### config.mk
export PLATFORM = sky130hd
export DESIGN_NAME = dsp_delay_line_flat
export DESIGN_NICKNAME = d
export VERILOG_FILES = /design/src/rtl/dsp_delay_line_if.sv /design/src/rtl/dsp_delay_line.sv /design/src/flat_wrapper.sv
export SDC_FILE = /design/constraint.sdc
export NUM_CORES = 1
export LEC_CHECK = 0
export ABC_AREA = 1
export BUFFER_PORTS_ARGS = -buffer_cell sky130_fd_sc_hd__buf_2
export CORE_ASPECT_RATIO = 0.6
export CORE_MARGIN = 4
export CORE_UTILIZATION = 52
export DETAILED_ROUTE_END_ITERATION = 10
export PLACE_DENSITY = 0.76
export SYNTH_ARGS = -nofsm -noshare
export SYNTH_HDL_FRONTEND = slang
export SYNTH_SLANG_ARGS = --single-unit
### constraint.sdc
create_clock -name clk -period 2.5 [get_ports clk]
set_input_delay 0.5 -clock clk [delete_from_list [all_inputs] [get_ports clk]]
set_output_delay 0.5 -clock clk [all_outputs]
set_load 0.05 [all_outputs]
### src/rtl/dsp_delay_line_if.sv
// rtl/dsp_delay_line_if.sv - handshake/bus bundle for the runtime-selectable delay line
interface dsp_delay_line_if #(
    parameter int WIDTH = 18,
    parameter int SW    = 3
);
    logic             clk_en;
    logic             flush;
    logic [WIDTH-1:0] in_data;
    logic             in_valid;
    logic [SW-1:0]    delay_sel;
    logic [WIDTH-1:0] out_data;
    logic             out_valid;
    logic [SW-1:0]    count;
    logic             busy;

    modport master (
        output clk_en, flush, in_data, in_valid, delay_sel,
        input  out_data, out_valid, count, busy
    );

    modport slave (
        input  clk_en, flush, in_data, in_valid, delay_sel,
        output out_data, out_valid, count, busy
    );
endinterface

### src/rtl/dsp_delay_line.sv
// rtl/dsp_delay_line.sv - valid-qualified shift pipeline with a saturating runtime tap select
module dsp_delay_line #(
    parameter int WIDTH        = 18,
    parameter int MAX_DEPTH    = 4,
    parameter int ZERO_INVALID = 0
) (
    input  logic              clk,
    input  logic              rst,
    dsp_delay_line_if.slave   bus
);
    localparam int SW = $clog2(MAX_DEPTH + 1);

    logic [WIDTH-1:0] w_in_data;
    logic             w_enter;
    logic             w_leave;
    logic [SW-1:0]    w_count_next;
    logic [SW-1:0]    w_tap;

    logic             r_valid [MAX_DEPTH];
    logic [WIDTH-1:0] r_data  [MAX_DEPTH];
    logic [SW-1:0]    r_count;
    logic             r_busy;

    // Zeroing at the entry point is enough: downstream stages only ever copy S[1].
    assign w_in_data = ((ZERO_INVALID != 0) && !bus.in_valid) ? '0 : bus.in_data;
    assign w_enter   = bus.in_valid;
    assign w_leave   = r_valid[MAX_DEPTH-1];

    always_comb begin
        w_count_next = r_count;
        if (w_enter && !w_leave)
            w_count_next = r_count + 1'b1;
        else if (!w_enter && w_leave)
            w_count_next = r_count - 1'b1;
    end

    always_ff @(posedge clk or posedge rst) begin
        if (rst) begin
            for (int k = 0; k < MAX_DEPTH; k++) begin
                r_valid[k] <= 1'b0;
                r_data[k]  <= '0;
            end
            r_count <= '0;
            r_busy  <= 1'b0;
        end else if (bus.flush) begin
            for (int k = 0; k < MAX_DEPTH; k++) begin
                r_valid[k] <= 1'b0;
                r_data[k]  <= '0;
            end
            r_count <= '0;
            r_busy  <= 1'b0;
        end else if (bus.clk_en) begin
            r_valid[0] <= bus.in_valid;
            r_data[0]  <= w_in_data;
            for (int k = 1; k < MAX_DEPTH; k++) begin
                r_valid[k] <= r_valid[k-1];
                r_data[k]  <= r_data[k-1];
            end
            r_count <= w_count_next;
            r_busy  <= (w_count_next != '0);
        end
    end

    // Out-of-range selects clamp to the last stage rather than wrapping.
    assign w_tap = (bus.delay_sel > SW'(MAX_DEPTH)) ? SW'(MAX_DEPTH) : bus.delay_sel;

    always_comb begin
        bus.out_valid = bus.in_valid;
        bus.out_data  = w_in_data;
        for (int k = 1; k <= MAX_DEPTH; k++) begin
            if (w_tap == SW'(k)) begin
                bus.out_valid = r_valid[k-1];
                bus.out_data  = r_data[k-1];
            end
        end
    end

    assign bus.count = r_count;
    assign bus.busy  = r_busy;
endmodule
### src/flat_wrapper.sv
// flat-port wrapper written by rule: the top's interface ports become plain ports
module dsp_delay_line_flat 
#(
    parameter int WIDTH        = 18,
    parameter int MAX_DEPTH    = 4,
    parameter int ZERO_INVALID = 0
)
  (clk, rst, bus_clk_en, bus_flush, bus_in_data, bus_in_valid, bus_delay_sel, bus_out_data, bus_out_valid, bus_count, bus_busy);
  dsp_delay_line_if #(.WIDTH(WIDTH)) bus_i ();
  input  logic clk;
  input  logic rst;
  input wire logic [$bits(bus_i.clk_en)-1:0] bus_clk_en;
  input wire logic [$bits(bus_i.flush)-1:0] bus_flush;
  input wire logic [$bits(bus_i.in_data)-1:0] bus_in_data;
  input wire logic [$bits(bus_i.in_valid)-1:0] bus_in_valid;
  input wire logic [$bits(bus_i.delay_sel)-1:0] bus_delay_sel;
  output wire logic [$bits(bus_i.out_data)-1:0] bus_out_data;
  output wire logic [$bits(bus_i.out_valid)-1:0] bus_out_valid;
  output wire logic [$bits(bus_i.count)-1:0] bus_count;
  output wire logic [$bits(bus_i.busy)-1:0] bus_busy;
  assign bus_i.clk_en = bus_clk_en;
  assign bus_i.flush = bus_flush;
  assign bus_i.in_data = bus_in_data;
  assign bus_i.in_valid = bus_in_valid;
  assign bus_i.delay_sel = bus_delay_sel;
  assign bus_out_data = bus_i.out_data;
  assign bus_out_valid = bus_i.out_valid;
  assign bus_count = bus_i.count;
  assign bus_busy = bus_i.busy;
  dsp_delay_line #(.WIDTH(WIDTH), .MAX_DEPTH(MAX_DEPTH), .ZERO_INVALID(ZERO_INVALID)) u_core (.clk(clk), .rst(rst), .bus(bus_i));
endmodule
==> flow_metrics.tcl <==
set metrics [dict create \
    drt-wirelength-per-cell_um 15.6 \
    cts_htree_levels 3 \
    vias 3645 \
    cts_hold_buffers 0 \
    cts-root-buf "clkbuf_16" \
    hold_violations 0 \
    cts_tree "built" \
    fin_setup_tns_ps 0 \
    core_area_mm2 0.00739 \
    avgSynthCellArea_um2 7.80 \
    multi_input_area_mm2 0.00163 \
    cts_made_buffers 9 \
    r2r-end "u_core.bus.busy$_DFFE_PP0P_" \
    regArea_mm2 0.00200 \
    slowest_stage "buf_2" \
    cts_resized 0 \
    synth_cell_types 23 \
    clock-sinks 80 \
    grt_first_pass_wirelength_mm 17.4 \
    fill_cells 688 \
    die_y_um 76.2 \
    path_class "in -> out" \
    outcome "complete, no violations" \
    synth_area_mm2 0.00403 \
    drc 0 \
    async_flop_share_pct 100 \
    syn-num-nets 545 \
    die-area_mm2 0.00928 \
    p_per_area_mw_per_mm2 677 \
    cts_setup_buffers 0 \
    max-cap-violations 0 \
    total_power_mw 3.16 \
    numPortBuffers 48 \
    drt_iter0_markers 397 \
    grt_setup_unrepaired "no" \
    synth_largest_area_cell "dfrtp_1" \
    grtUsageTotal_pct 23.8 \
    peakVddDrop_mv 0.447 \
    nets 588 \
    setup_viol 0 \
    rows 24 \
    via_per_inst 5.45 \
    area_delta_synth_final_pct 15.7 \
    syn_inst 517 \
    antenna_found_initial 0 \
    postSynthRegisterBits 80 \
    layout-drive-gt1-share_pct 16.5 \
    hpwl_mm 6.76 \
    yosysTopAreaCellShare_pct 49.6 \
    drv_slew 0 \
    start_util_pct 54.6 \
    max_slew.worst_pin.slew_ps 994 \
    clock_skew_ps 2.67 \
    ant_nets 0 \
    num_antenna_cells 0 \
    grt_overflow_total 0 \
    synthFlopType "dfrtp_1" \
    yosysWarnings 0 \
    hold_class "in -> async" \
    end_kind "output pin" \
    grt_max_degree 60 \
    drt_wl_total_mm 10.5 \
    post-route-period-util_pct 93.0 \
    total_leakage_power_nw 2.36 \
    path_max_fanout 12 \
    ys_top_cells_by_area "dfrtp_1 50%, nand2_1 13%, nand3_1 7.1%" \
    clk_latency_ps 340 \
    clk_path_buf_depth 2 \
    ys_seq_area_share_pct 49.6 \
    io_pins 49 \
    relSlewSlack_pct 33.8 \
    crit_chain "buf_2 -> inv_4 -> nand2_4 -> nor2_8 -> nand2_1 -> nand3_1 -> nor2_1 -> nor2_1 -> buf_2" \
    cpPeakStageDelay_ps 290 \
    ff2ff_path_depth 9 \
    firstDrtPassIters 5 \
    synth_edf_count 0 \
    crit_buf_inv 3 \
    grt_pass1_vias 3462 \
    r2r_slack_ps 1140 \
    die_width_um 122 \
    required_ps 2000 \
    critPathTopFamily "simple AND/OR/NAND/NOR gates" \
    r2r_start "u_core.bus.count[0]$_DFFE_PP0P_" \
    place_congestion 0.910 \
    arrival_ps 1830 \
    final_util_pct 63.2 \
    clk_pin_slew_ps 60 \
    finalWorstPathRequiredPeriod_ps 2330 \
    crit_path_start_kind "primary input" \
    max_freq_mhz 430 \
]
[worst max path at each step]
| stage | start | to | cells after the start |
|---|---|---|---|
| 2_1_floorplan | bus_delay_sel[2] | bus_out_data[0] | 9 |
| 3_3_place_gp | bus_delay_sel[2] | bus_out_data[4] | 10 |
| 3_5_place_dp | bus_delay_sel[2] | bus_out_data[11] | 10 |
| 4_1_cts | bus_delay_sel[2] | bus_out_data[11] | 10 |
| 5_1_grt | bus_delay_sel[2] | bus_out_data[7] | 9 |
| 6_report | bus_delay_sel[2] | bus_out_data[7] | 9 |
[worst min-delay path, cell delays in order]
cell and delay [ps]:
buf_2 110, clkinvlp_4 80, buf_4 280
[cells in the mapped netlist, types with 3 or more instances]
cell type / count
nand2_1: 141
dfrtp_1: 80
inv_1: 61
nand3_1: 57
o21ai_0: 39
o21ai_1: 26
o22ai_1: 26
nor2_1: 23
buf_2: 15
a21oi_1: 14
clkbuf_1: 8
inv_2: 6
nor2_4: 4
buf_4: 3
nand2_4: 3
[sequential cells by signal, indices dropped and copies added (netlist names)]
register	cells
u_core.bus.busy	1
u_core.bus.count	3
u_core.r_data	72
u_core.r_valid	3
u_core.w_leave	1
[final cells by class]
cell class / count / share of cell area [%]
Clock buffer: 13 / 5.58
Inverter: 68 / 5.60
Tap cell: 104 / 2.79
Sequential cell: 80 / 42.9
Timing Repair Buffer: 60 / 7.35
Multi-Input combinational cell: 341 / 34.9
Clock inverter: 3 / 0.858
[kinds of logic after synthesis]
kind of cell | share of synthesized area (%)
simple gates | 25.6
compound gates | 14.0
buf+inv | 10.1
flops | 49.6
fa+ha+maj | 0.620
[through the flow]
step	cells	setup WS, ps	hold slack [ps]	cell area, µm²
floorplan	517	159	443	4040
global placement	653	226	469	4360
detailed placement	653	151	476	4360
CTS	669	144	254	4660
global route	669	76.6	273	4670
finish	669	175	251	4670
[placed cells by master, fill, tap and decap left out, types with 14 or more instances in the layout]
cell / n
nand2_1: 141
dfrtp_1: 80
inv_1: 60
nand3_1: 57
buf_2: 48
o21ai_0: 39
o22ai_1: 26
o21ai_1: 26
nor2_1: 23
a21oi_1: 14
[power by group]
part,leakage [nW],internal (mW),switching (mW)
Combinational,1.11,0.122,0.354
Sequential,1.10,1.33,0.0207
Clock,0.150,0.825,0.505
[metal layers]
layer | vias up | track usage [%] | part of all wire (%)
met2 | 156 | 31.4 | 41
met1 | 1712 | 36.7 | 48
met3 | 17 | 8.01 | 9.8
met5 | - | 0 | 0
met4 | 0 | 6.49 | 1.3
li1 | 1760 | - | -
(Power assumes the default switching activity.)
